==> src/rtl/voice_allocator_if.sv <==
// Event handshake bundle between a note-event source and the voice allocator.
// Member names keep the allocator's port naming so either side reads naturally.
interface voice_allocator_if;
  logic       i_ev_valid;
  logic       o_ev_ready;
  logic       i_ev_on;
  logic [6:0] i_ev_note;

  // Event producer side
  modport master (
    output i_ev_valid,
    output i_ev_on,
    output i_ev_note,
    input  o_ev_ready
  );

  // Allocator side
  modport slave (
    input  i_ev_valid,
    input  i_ev_on,
    input  i_ev_note,
    output o_ev_ready
  );
endinterface

==> src/rtl/voice_allocator.sv <==
// Polyphonic voice scheduler. Note-on/off events update a voice table with the
// policy: reuse matching note, else lowest free voice, else steal the oldest.
// The table is presented one voice per clk_en in step with the phase bank,
// whose bank index also starts at NVOICES-1 after reset.
module voice_allocator #(
  parameter int NVOICES = 10,
  parameter int SLOT_W  = 4,
  parameter int AGE_W   = 4
) (
  input  logic              clk,
  input  logic              rst,
  input  logic              clk_en,
  voice_allocator_if.slave  ev,
  output logic [6:0]        o_midi,
  output logic [SLOT_W-1:0] o_slot,
  output logic              o_frame_start,
  output logic [SLOT_W-1:0] o_active_cnt,
  output logic              o_steal
);

  localparam logic [SLOT_W-1:0] LAST_SLOT = SLOT_W'(NVOICES - 1);
  localparam logic [AGE_W-1:0]  AGE_MAX   = {AGE_W{1'b1}};

  typedef enum logic [1:0] {
    IDLE   = 2'd0,
    SCAN   = 2'd1,
    COMMIT = 2'd2
  } state_t;

  state_t state_q, state_d;

  // Voice table and per-voice age (0 = most recently allocated/retriggered)
  logic [6:0]       table_q [NVOICES];
  logic [6:0]       table_d [NVOICES];
  logic [AGE_W-1:0] age_q   [NVOICES];
  logic [AGE_W-1:0] age_d   [NVOICES];

  logic [NVOICES-1:0] active_vec;   // voice holds a non-zero note
  logic [NVOICES-1:0] younger_vec;  // voice is younger than the matched voice

  // Latched event and scan results
  logic              ev_on_q;
  logic [6:0]        ev_note_q;
  logic [SLOT_W-1:0] idx_q;
  logic              match_found_q;
  logic [SLOT_W-1:0] match_idx_q;
  logic              free_found_q;
  logic [SLOT_W-1:0] free_idx_q;
  logic              oldest_found_q;
  logic [SLOT_W-1:0] oldest_idx_q;
  logic [AGE_W-1:0]  oldest_age_q;
  logic [SLOT_W-1:0] target_idx;

  logic [SLOT_W-1:0] slot_q;
  logic [SLOT_W-1:0] active_cnt_q, active_cnt_d;
  logic              steal_q, steal_d;
  logic              accept;

  assign accept = ev.i_ev_valid & ev.o_ev_ready;

  for (genvar gi = 0; gi < NVOICES; gi++) begin : g_voice
    assign active_vec[gi]  = (table_q[gi] != 7'd0);
    assign younger_vec[gi] = (age_q[gi] < age_q[match_idx_q]);
  end

  // FSM state register
  always_ff @(posedge clk or posedge rst) begin
    if (rst) begin
      state_q <= IDLE;
    end else begin
      state_q <= state_d;
    end
  end

  // FSM next state: zero notes are swallowed without leaving IDLE
  always_comb begin
    state_d = state_q;
    unique case (state_q)
      IDLE:    if (accept && (ev.i_ev_note != 7'd0)) state_d = SCAN;
      SCAN:    if (idx_q == LAST_SLOT) state_d = COMMIT;
      COMMIT:  state_d = IDLE;
      default: state_d = IDLE;
    endcase
  end

  // FSM outputs: events are only taken while idle
  always_comb begin
    ev.o_ev_ready = (state_q == IDLE);
  end

  // Event latch and one-voice-per-clock scan of the table
  always_ff @(posedge clk or posedge rst) begin
    if (rst) begin
      ev_on_q        <= 1'b0;
      ev_note_q      <= '0;
      idx_q          <= '0;
      match_found_q  <= 1'b0;
      match_idx_q    <= '0;
      free_found_q   <= 1'b0;
      free_idx_q     <= '0;
      oldest_found_q <= 1'b0;
      oldest_idx_q   <= '0;
      oldest_age_q   <= '0;
    end else if (accept) begin
      ev_on_q        <= ev.i_ev_on;
      ev_note_q      <= ev.i_ev_note;
      idx_q          <= '0;
      match_found_q  <= 1'b0;
      free_found_q   <= 1'b0;
      oldest_found_q <= 1'b0;
    end else if (state_q == SCAN) begin
      idx_q <= idx_q + 1'b1;
      if (!match_found_q && (table_q[idx_q] == ev_note_q)) begin
        match_found_q <= 1'b1;
        match_idx_q   <= idx_q;
      end
      if (!free_found_q && (table_q[idx_q] == 7'd0)) begin
        free_found_q <= 1'b1;
        free_idx_q   <= idx_q;
      end
      // Strictly-greater keeps the lowest index on equal ages
      if ((table_q[idx_q] != 7'd0) &&
          (!oldest_found_q || (age_q[idx_q] > oldest_age_q))) begin
        oldest_found_q <= 1'b1;
        oldest_idx_q   <= idx_q;
        oldest_age_q   <= age_q[idx_q];
      end
    end
  end

  assign target_idx = free_found_q ? free_idx_q : oldest_idx_q;

  // Table/age update applied on the COMMIT cycle
  always_comb begin
    steal_d = 1'b0;
    for (int i = 0; i < NVOICES; i++) begin
      table_d[i] = table_q[i];
      age_d[i]   = age_q[i];
    end
    if (state_q == COMMIT) begin
      if (ev_on_q && match_found_q) begin
        // Retrigger: voices younger than the match shift up by one
        for (int i = 0; i < NVOICES; i++) begin
          if ((SLOT_W'(i) != match_idx_q) && active_vec[i] && younger_vec[i]) begin
            age_d[i] = age_q[i] + 1'b1;
          end
        end
        age_d[match_idx_q] = '0;
      end else if (ev_on_q) begin
        // Allocate free voice, or steal the oldest when none is free
        for (int i = 0; i < NVOICES; i++) begin
          if (active_vec[i] && (age_q[i] != AGE_MAX)) begin
            age_d[i] = age_q[i] + 1'b1;
          end
        end
        table_d[target_idx] = ev_note_q;
        age_d[target_idx]   = '0;
        steal_d             = ~free_found_q;
      end else if (match_found_q) begin
        table_d[match_idx_q] = 7'd0;
        age_d[match_idx_q]   = '0;
      end
    end
  end

  // Count of sounding voices after this cycle's update
  always_comb begin
    active_cnt_d = '0;
    for (int i = 0; i < NVOICES; i++) begin
      if (table_d[i] != 7'd0) active_cnt_d = active_cnt_d + 1'b1;
    end
  end

  // Voice table, ages, active count and steal pulse registers
  always_ff @(posedge clk or posedge rst) begin
    if (rst) begin
      for (int i = 0; i < NVOICES; i++) begin
        table_q[i] <= '0;
        age_q[i]   <= '0;
      end
      active_cnt_q <= '0;
      steal_q      <= 1'b0;
    end else begin
      for (int i = 0; i < NVOICES; i++) begin
        table_q[i] <= table_d[i];
        age_q[i]   <= age_d[i];
      end
      active_cnt_q <= active_cnt_d;
      steal_q      <= steal_d;
    end
  end

  // Presentation slot, advancing with the phase bank on each clk_en
  always_ff @(posedge clk or posedge rst) begin
    if (rst) begin
      slot_q <= LAST_SLOT;
    end else if (clk_en) begin
      slot_q <= (slot_q == LAST_SLOT) ? '0 : slot_q + 1'b1;
    end
  end

  assign o_slot        = slot_q;
  assign o_midi        = table_q[slot_q];
  assign o_frame_start = (slot_q == '0);
  assign o_active_cnt  = active_cnt_q;
  assign o_steal       = steal_q;

endmodule

==> src/flat_wrapper.sv <==
// flat-port wrapper written by rule: the top's interface ports become plain ports
module voice_allocator_flat 
#(
  parameter int NVOICES = 10,
  parameter int SLOT_W  = 4,
  parameter int AGE_W   = 4
)
  (clk, rst, clk_en, o_midi, o_slot, o_frame_start, o_active_cnt, o_steal, ev_i_ev_valid, ev_i_ev_on, ev_i_ev_note, ev_o_ev_ready);
  voice_allocator_if ev_i ();
  input  logic clk;
  input  logic rst;
  input  logic clk_en;
  output logic [6:0] o_midi;
  output logic [SLOT_W-1:0] o_slot;
  output logic o_frame_start;
  output logic [SLOT_W-1:0] o_active_cnt;
  output logic o_steal;
  input wire logic [$bits(ev_i.i_ev_valid)-1:0] ev_i_ev_valid;
  input wire logic [$bits(ev_i.i_ev_on)-1:0] ev_i_ev_on;
  input wire logic [$bits(ev_i.i_ev_note)-1:0] ev_i_ev_note;
  output wire logic [$bits(ev_i.o_ev_ready)-1:0] ev_o_ev_ready;
  assign ev_i.i_ev_valid = ev_i_ev_valid;
  assign ev_i.i_ev_on = ev_i_ev_on;
  assign ev_i.i_ev_note = ev_i_ev_note;
  assign ev_o_ev_ready = ev_i.o_ev_ready;
  voice_allocator #(.NVOICES(NVOICES), .SLOT_W(SLOT_W), .AGE_W(AGE_W)) u_core (.clk(clk), .rst(rst), .clk_en(clk_en), .ev(ev_i), .o_midi(o_midi), .o_slot(o_slot), .o_frame_start(o_frame_start), .o_active_cnt(o_active_cnt), .o_steal(o_steal));
endmodule
==> config.mk <==
export PLATFORM = sky130hd
export DESIGN_NAME = voice_allocator_flat
export DESIGN_NICKNAME = d
export VERILOG_FILES = /design/src/rtl/voice_allocator_if.sv /design/src/rtl/voice_allocator.sv /design/src/flat_wrapper.sv
export SDC_FILE = /design/constraint.sdc
export NUM_CORES = 1
export LEC_CHECK = 0
export CORE_MARGIN = 5
export CORE_UTILIZATION = 45
export DETAILED_ROUTE_END_ITERATION = 16
export SKIP_LAST_GASP = 1
export SYNTH_ARGS = -nofsm -noshare
export SYNTH_HDL_FRONTEND = slang
export SYNTH_SLANG_ARGS = --single-unit
==> constraint.sdc <==
create_clock -name clk -period 15.4 [get_ports clk]
set_input_delay 3.85 -clock clk [delete_from_list [all_inputs] [get_ports clk]]
set_output_delay 3.85 -clock clk [all_outputs]
set_load 0.02 [all_outputs]
==> reports/metrics.yaml, run 1 <==
drt:
  wl_per_cell_um: 22.85
  drc_errors: 0
  wirelength_um: 38550
  ant_nets: 0
  wl_met3_um: 2979
  top_layer: "met4"
  drt_iter0_markers: 1193
  wl_met2_um: 16860
  dr.pass1.iters: 5
  vias: 11250
  vias_per_cell: 6.668
  drt-met1-wl_um: 17880
setup_path:
  crit_fanout: 26
  path_cells: "mux4_2 > mux2i_1 > o22ai_1 > clkdlybuf4s50_1"
  cp.arrival_ps: 3030
  max_stage_delay_ps: 1060
  worstSetupEndpointType: "output pin"
  cp_top_family: "flip-flops"
  cp_slowest_cell: "dfstp_2"
  crit_type: "flop to output pin"
  cp_data_required_time_ps: 11550
  startpoint_type: "flop"
  r2r_slack_ps: 8540
  critPathBufInv: 1
sta:
  setup_viol_count_final: 0
  tns_ps: 0
  min_period_ps: 6881
  drv_slew: 0
  period_share_pct: 44.68
  rsz0062_at_grt: "false"
  tightest_slew_ps: 940.7
  finClkSkew_ps: 12.05
  fmax_mhz: 145.3
  hold_viol: 0
  max_slew_margin_pct: 36.71
yosys:
  yosysWarnings: 0
  async_reset_ff_share_pct: 100.0
  netlist_instances: 1361
  synthFlopType: "dfrtp_1"
  synth_xor_area_share_pct: 3.432
  syn_nets: 1428
  muxShareOfSynthArea_pct: 13.07
  synth-compound-area-share_pct: 24.62
  synth_top_family_by_area: "compound AO/OA/AOI/OAI gates"
  seq_area_frac_synth_pct: 30.98
  synthSimpleGateAreaFrac_pct: 17.99
  synth_top_area_share_pct: 30.55
  ys_top_cells_by_area: "dfrtp_1 31%, mux4_2 8.2%, ha_1 5.6%"
  synth-adder-area-share_pct: 5.601
  synth.avg_cell_area_um2: 9.028
  synth_edf_count: 0
  ys_ff_latch: 152
  synthesis.area_um2: 12290
  yosysUniqueCellTypes: 93
  synth_top_area_cell: "dfrtp_1"
global_routing:
  grt_pass1_vias: 10490
  track_usage_pct: 25.17
  antenna_found_initial: 0
  grt_pass1_wl_um: 61270
  grt_overflow: 0
  grt_max_degree: 86
layout:
  fillers: 2541
  top_regs: "u_core.table_q: 70 flops, u_core.age_q: 40 flops, u_core.ev_note_q: 7 flops"
  nets: 1400
  final_util_pct: 49.52
  final_cell_mix: "149 x dfrtp_1, 130 x nand2_1, 102 x o21ai_0, 98 x nor2_1, 77 x a21oi_1"
  largest-register: "u_core.table_q"
  largest_reg_flops: 70
  drive_gt1_share_pct: 10.48
  antenna_cells: 0
  final_common_cell: "dfrtp_1"
  syn_to_final_growth_pct: 8.615
floorplanning:
  fp-row-count: 60
  die_w_um: 175.2
  coreArea_um2: 26950
  die_y_um: 175.2
  num_io_pins: 30
  initial_core_util_pct: 45.59
  dieArea_um2: 30710
clocking:
  cts_tree: "built"
  cts-hold-fix-buffers: 0
  path_clk_slew_ps: 80
  clockBufferDepth: 2
  postCtsSetupRepairBufs: 0
  cts_buffers: 17
  clkLatencyLatePin_ps: 440
  cts_root_buffer: "clkbuf_16"
  cts_repair_resize_count: 0
  clock-sinks: 152
  cts.htree.levels: 4
placement:
  place_hpwl_um: 27400
  port_buffers: 29
  gp_congestion: 0.9278
run_status:
  status: "completed"
power:
  combinationalPowerShare_pct: 46.0
  power_mw: 1.974
  seqPwrFrac_pct: 31.9
  p_int_mw: 1.051
  p_per_area_nw_per_um2: 147.9
  p_leak_nw: 5.324
  p_switching_mw: 0.9223
  peakVddDrop_v: 0.00009785
  swShare_pct: 46.73
  clkPwrFrac_pct: 22.0
flow_run:
  maxCapViolations: 0
worst_hold_path:
  hold_path.class: "flop to flop"
[cells in the mapped netlist, drive strengths merged (6+ instances only)]
cell type / instances
and3: 10
nand2: 130
inv: 36
a31oi: 33
nor4: 17
and2: 19
nor2: 102
ha: 55
o22ai: 52
clkbuf: 70
or4: 10
nor3: 32
o31ai: 8
dfrtp: 150
xnor2: 27
mux2i: 40
a22oi: 8
mux2: 17
o21a: 6
nand3b: 9
o21ai: 110
mux4: 45
nor2b: 13
nand4: 6
or3b: 6
a221oi: 9
nand2b: 22
a22o: 70
a21oi: 77
buf: 24
or3: 7
nand3: 30
xor2: 10
[cell families (layout without fill, tap and decap cells)]
logic type / Yosys count / in the layout
AO/OA/AOI/OAI: 445 / 445
adder cells (fa/ha/maj): 55 / 55
flip-flops: 152 / 152
XOR/XNOR: 40 / 40
multiplexers: 102 / 102
AND/OR/NAND/NOR: 436 / 436
buffers and inverters: 131 / 116
[final timing paths]
check / cells after the start / from / endpoint
setup / recovery: 4 / u_core.o_slot[0]$_DFFE_PP1P_ / o_midi[3]
min in group asynchronous: 2 / rst / u_core.age_q[6]$_DFFE_PP0P_
hold / removal: 2 / u_core.oldest_found_q$_DFFE_PP0P_ / u_core.oldest_found_q$_DFFE_PP0P_
hold reg to reg: 2 / u_core.oldest_found_q$_DFFE_PP0P_ / u_core.oldest_found_q$_DFFE_PP0P_
max in group asynchronous: 3 / rst / u_core.table_q[40]$_DFF_PP0_
setup reg to reg: 26 / u_core.match_found_q$_DFFE_PP0P_ / u_core.o_active_cnt[3]$_DFF_PP0_
[stage by stage]
stage               hold slack [ps]  worst slack (ps)  cells  instance area, µm²
detailed placement            484.0              8585   1655               12760
global placement              476.4              8734   1655               12760
global route                  525.1              8047   1687               13350
floorplan                     461.2              7460   1361               12290
CTS                           499.0              8527   1687               13350
finish                        494.8              8519   1687               13350
[power groups by stage]
stage          clock network (mW)  registers (mW)  logic [mW]
6_report                    0.435           0.630       0.909
3_3_place_gp                    0           0.630       0.886
2_1_floorplan                   0           0.503       0.783
3_5_place_dp                    0           0.630       0.896
4_1_cts                     0.440           0.623       0.900
5_1_grt                     0.456           0.642       0.993
[cell type report]
| cell class | count | area, µm² | share of cell area [%] |
|---|---|---|---|
| Inverter | 37 | 146.4 | 1.097 |
| Clock buffer | 18 | 429.2 | 3.216 |
| Sequential cell | 152 | 3807 | 28.53 |
| Clock inverter | 14 | 152.6 | 1.144 |
| Multi-Input combinational cell | 1078 | 7958 | 59.63 |
| Tap cell | 341 | 426.7 | 3.197 |
| Timing Repair Buffer | 47 | 425.4 | 3.188 |
[worst reg2reg max path, stage by stage (launching register included)]
cell and delay, ps:
dfrtp_1 700, nand4bb_1 630, a221oi_4 540, mux2i_1 310, a21o_1 150, and4_1 410, inv_1 80, ha_1 460
xor2_4 260, ha_1 280, inv_1 90, xnor2_1 70, a311oi_1 330, ha_1 290, nor2_1 150, nor2_1 90
xnor2_1 220, nor2_1 70, a21oi_1 140, ha_1 240, nand2_1 110, xnor2_1 150, xnor2_1 260, xnor2_1 150
or3b_1 350, o211ai_1 110, xnor2_1 140
[routing by layer]
layer	track usage, %	up-vias
met5	0	-
met4	6.547	0
met3	3.981	59
met2	37.62	472
met1	38.04	5559
li1	-	5159
Note: power is estimated with default switching activity, not from simulation.
==> inputs of run 2 (changes only) <==
==> constraint.sdc (replaced) <==
create_clock -name clk -period 5.9 [get_ports clk]
set_input_delay 1.475 -clock clk [delete_from_list [all_inputs] [get_ports clk]]
set_output_delay 1.475 -clock clk [all_outputs]
set_load 0.02 [all_outputs]
==> reports/metrics.yaml, run 2 (synthesis results as in run 1) <==
run_status:
  status: "completed"
layout:
  top_regs: "u_core.table_q: 70 flops, u_core.age_q: 40 flops, u_core.ev_note_q: 7 flops"
  fin_area_um2: 14370
  largest-register: "u_core.table_q"
  antenna_cells: 0
  drive_gt1_share_pct: 19.07
  largest_reg_flops: 70
  final_common_cell: "dfrtp_1"
  fin_cells: 1783
  nets: 1496
  final_cell_mix: "148 x dfrtp_1, 129 x nand2_1, 106 x buf_4, 99 x o21ai_0, 94 x nor2_1"
  syn_to_final_growth_pct: 16.95
  final_util_pct: 53.32
setup_path:
  worstSetupEndpointType: "flop"
  cp_slowest_cell: "or4b_4"
  crit_fanout: 6
  cp_data_required_time_ps: 6240
  r2r_slack_ps: 220
  max_stage_delay_ps: 520
  crit_type: "flop to flop"
  worst_path_most_repeated_cell: "buf_4"
  cp_top_family: "adder cells"
  cp.arrival_ps: 6020
  startpoint_type: "flop"
  critPathBufInv: 6
floorplanning:
  num_io_pins: 30
  die_w_um: 175.2
  die_y_um: 175.2
  coreArea_um2: 26950
  fp-row-count: 60
  dieArea_um2: 30710
  initial_core_util_pct: 45.59
placement:
  gp_congestion: 0.9822
  placedCellCount: 1744
  port_buffers: 29
  place_hpwl_um: 29290
  placed_cell_area_um2: 13440
power:
  p_leak_nw: 5.863
  peakVddDrop_v: 0.0003427
  power_mw: 5.826
  p_per_area_nw_per_um2: 405.4
flow_run:
  maxCapViolations: 0
drt:
  dr.pass1.iters: 7
  wl_per_cell_um: 22.65
  drt_iter0_markers: 1322
  vias: 11780
  ant_nets: 0
  vias_per_cell: 6.607
  drc_errors: 0
  wirelength_um: 40380
sta:
  period_share_pct: 96.35
  finClkSkew_ps: 19.36
  rsz0062_at_grt: "true"
  fmax_mhz: 175.9
  tightest_slew_ps: 1023
  hold_viol: 0
  min_period_ps: 5685
  max_slew_margin_pct: 31.19
  setup_viol_count_final: 0
  drv_slew: 0
  holdWs_ps: 509.9
clocking:
  cts_tree: "built"
  cts_buffers: 17
  path_clk_slew_ps: 80
  cts.htree.levels: 4
  clock-sinks: 152
  clkLatencyLatePin_ps: 450
  cts_root_buffer: "clkbuf_16"
  clockBufferDepth: 2
worst_hold_path:
  hold_path.class: "flop to flop"
global_routing:
  grt_pass1_vias: 11090
  grt_pass1_wl_um: 63500
  grt_max_degree: 94
  antenna_found_initial: 1
  grt_overflow: 0
  track_usage_pct: 25.94
## run 2: changes by cell type in the layout (fill, tap and decap cells not counted), sizes merged
cell      change
buf          +96
clkbuf        -1
clkinv        +3
clkinvlp      -1
inv           -1
## run 2: tightest hold or removal path, cell delays in order (launching register included)
cell and delay (ps):
dfrtp_1 350, nor2_1 50, nor2_1 70
## run 2: timing repair
| item | CTS | global route |
|---|---|---|
| resized for setup | 9 | 48 |
| pin swaps | 3 | 28 |
| hold buffers | 0 | 0 |
| setup endpoints to repair | 3 | 3 |
| setup buffers | 2 | 5 |
## run 2: worst paths after layout
kind / to / startpoint / depth (start not counted)
max: u_core.o_active_cnt[1]$_DFF_PP0_ / u_core.free_found_q$_DFFE_PP0P_ / 28
min: u_core.oldest_found_q$_DFFE_PP0P_ / u_core.oldest_found_q$_DFFE_PP0P_ / 2
max reg2reg: u_core.o_active_cnt[1]$_DFF_PP0_ / u_core.free_found_q$_DFFE_PP0P_ / 28
min reg2reg: u_core.oldest_found_q$_DFFE_PP0P_ / u_core.oldest_found_q$_DFFE_PP0P_ / 2
max in group asynchronous: u_core.o_slot[0]$_DFFE_PP1P_ / rst / 3
min in group asynchronous: u_core.age_q[6]$_DFFE_PP0P_ / rst / 2
## run 2: final cells by class
cell class / count / area, µm²
clock buffers: 17 / 425.4
well taps: 341 / 426.7
repair buffers: 143 / 1189
inverters: 37 / 148.9
clock inverters: 15 / 197.7
flip-flops and latches: 152 / 3809
multi-input cells: 1078 / 8174
fillers: 2391 / 12580
## run 2: power by group
part	internal, mW	total, mW	switching [mW]
clock	0.616	1.17	0.557
combinational	1.41	3.16	1.75
sequential	1.18	1.49	0.311
## run 2: through the flow
| step | setup WS, ps | setup TNS [ps] |
|---|---|---|
| 2_1_floorplan | 51.66 | 0 |
| 3_3_place_gp | -70.82 | -128.9 |
| 3_5_place_dp | -180.0 | -413.2 |
| 4_1_cts | 3.095 | 0 |
| 5_1_grt | -64.32 | -140.1 |
| 6_report | 215.1 | 0 |
## run 2: routing by layer
| metal | global-route usage, % | part of all wire (%) |
|---|---|---|
| met5 | 0 | 0 |
| met4 | 6.547 | 2.1 |
| met3 | 5.863 | 8.8 |
| met2 | 39.56 | 45 |
| met1 | 37.46 | 44 |
==> inputs of run 3 (changes only) <==
--- a/config.mk
+++ b/config.mk
@@ -5,6 +5,7 @@
 export SDC_FILE = /design/constraint.sdc
 export NUM_CORES = 1
 export LEC_CHECK = 0
+export CORE_ASPECT_RATIO = 1.25
 export CORE_MARGIN = 5
 export CORE_UTILIZATION = 45
 export DETAILED_ROUTE_END_ITERATION = 16
==> reports/metrics.yaml, run 3 (synthesis results as in run 1) <==
layout:
  final_common_cell: "dfrtp_1"
  antenna_cells: 0
  multi_input_area_um2: 8114
  regArea_um2: 3807
  largest-register: "u_core.table_q"
  syn_to_final_growth_pct: 15.80
  fillers: 2435
  largest_reg_flops: 70
  final_cell_mix: "149 x dfrtp_1, 129 x nand2_1, 105 x buf_4, 100 x o21ai_0, 94 x nor2_1"
  top_regs: "u_core.table_q: 70 flops, u_core.age_q: 40 flops, u_core.ev_note_q: 7 flops"
  fin_cells: 1785
  nets: 1494
  drive_gt1_share_pct: 18.33
run_status:
  status: "completed"
global_routing:
  track_usage_pct: 25.90
  grt-busiest-layer: "met2"
  gr-usage-met1_pct: 32.25
  antenna_found_initial: 0
  grtUsageMet3_pct: 3.626
  global_route.usage.met2_pct: 42.84
  grt_overflow: 0
  grt_max_degree: 99
  grt_pass1_wl_um: 62470
  grt_pass1_vias: 11290
floorplanning:
  die_y_um: 194.7
  coreArea_um2: 26910
  die_w_um: 157.8
  dieArea_um2: 30730
  num_io_pins: 30
  fp-row-count: 67
  initial_core_util_pct: 45.66
flow_run:
  maxCapViolations: 0
drt:
  vias: 11430
  wl_per_cell_um: 21.99
  drt_iter0_markers: 1088
  ant_nets: 0
  dr.pass1.iters: 8
  wirelength_um: 39250
  vias_per_cell: 6.404
  drc_errors: 0
sta:
  period_share_pct: 96.61
  rsz0062_at_grt: "true"
  max_slew_margin_pct: 15.50
  fmax_mhz: 175.4
  tightest_slew_ps: 1256
  min_period_ps: 5700
  hold_viol: 0
  holdWs_ps: 505.0
  finClkSkew_ps: 13.83
  setup_slack_ps: 199.9
  setup_viol_count_final: 0
  drv_slew: 0
clocking:
  cts_buffers: 17
  cts-hold-fix-buffers: 0
  cts_tree: "built"
  cts.htree.levels: 4
  clock-sinks: 152
  clockBufferDepth: 2
  cts_root_buffer: "clkbuf_16"
  clkLatencyLatePin_ps: 450
  path_clk_slew_ps: 60
setup_path:
  worstSetupEndpointType: "flop"
  crit_fanout: 6
  cp_top_family: "adder cells"
  cp_data_required_time_ps: 6220
  cp_slowest_cell: "or4b_1"
  crit_type: "flop to flop"
  cp.arrival_ps: 6020
  max_stage_delay_ps: 590
  startpoint_type: "flop"
  critPathBufInv: 3
placement:
  port_buffers: 29
  place_ws_ps: -108.9
  placedCellCount: 1743
  place_hpwl_um: 29040
  gp_congestion: 0.9472
power:
  p_leak_nw: 5.784
  p_per_area_nw_per_um2: 398.0
  peakVddDrop_v: 0.0001721
worst_hold_path:
  hold_path.class: "flop to flop"
[run 3: cell count changes in the layout (fill, tap and decap cells not counted), moves of 2 or more]
cell	before	now
ha_1	48	50
mux2_4	2	0
xnor2_1	22	26
mux2_2	15	17
xnor2_2	4	1
inv_8	6	0
clkinv_8	4	0
ha_2	3	1
clkinvlp_4	0	6
clkinv_2	0	2
[run 3: final timing paths]
kind	startpoint	to	slack [ps]	cells after the start
min in group asynchronous	rst	u_core.table_q[8]$_DFF_PP0_	1580	2
max reg2reg	u_core.free_found_q$_DFFE_PP0P_	u_core.o_active_cnt[1]$_DFF_PP0_	200	27
max in group asynchronous	rst	u_core.age_q[20]$_DFFE_PP0P_	3330	3
min	u_core.oldest_found_q$_DFFE_PP0P_	u_core.oldest_found_q$_DFFE_PP0P_	500	2
min reg2reg	u_core.oldest_found_q$_DFFE_PP0P_	u_core.oldest_found_q$_DFFE_PP0P_	500	2
max	u_core.free_found_q$_DFFE_PP0P_	u_core.o_active_cnt[1]$_DFF_PP0_	200	27
[run 3: cell type report]
| type | instances | share of cell area, % |
|---|---|---|
| Multi-Input combinational cell | 1078 | 57.03 |
| Timing Repair Buffer | 141 | 8.196 |
| Clock buffer | 19 | 3.113 |
| Inverter | 37 | 1.029 |
| Sequential cell | 152 | 26.76 |
| Tap cell | 345 | 3.034 |
| Clock inverter | 13 | 0.8442 |
[run 3: power breakdown]
part	switching [mW]	internal (mW)
clock network	0.486	0.593
registers	0.309	1.18
logic	1.70	1.39
[run 3: timing repair]
action                                  in CTS  in global routing
gates resized for setup                      2                 40
buffers inserted                             1                  9
pin swaps                                    1                 24
endpoints found under the setup margin       3                  3
[run 3: through the flow]
step	power, mW	util, %	setup TNS (ps)	cell area (µm²)
CTS	5.441	51.97	0	13980
global route	6.015	52.88	-163.8	14230
floorplan	3.357	-	0	12290
global placement	4.324	49.84	-22.86	13410
detailed placement	4.355	49.84	-215.5	13410
finish	5.663	52.88	0	14230
[run 3: worst reg2reg max path, stage by stage (launching register included)]
cell and delay (ps):
dfrtp_1 390, or4b_1 590, buf_4 190, a22oi_2 170
o21ai_1 120, a222oi_1 280, and3_1 290, buf_6 180
ha_4 150, a21oi_2 50, xnor2_1 140, mux2_2 270
ha_1 300, nand2_2 70, a21boi_2 180, xor2_1 170
nand2_1 80, o21ai_2 70, inv_2 60, ha_4 240
xnor2_1 140, nor3_1 60, a21oi_1 150, o31ai_1 100
ha_1 310, mux2_2 290, ha_1 290, mux2_2 260
[run 3: metal layers]
metal	vias to the layer above	wire length (µm)
li1	5350	-
met1	5555	16080
met2	412	19120
met3	115	1916
met4	0	2137
met5	-	0
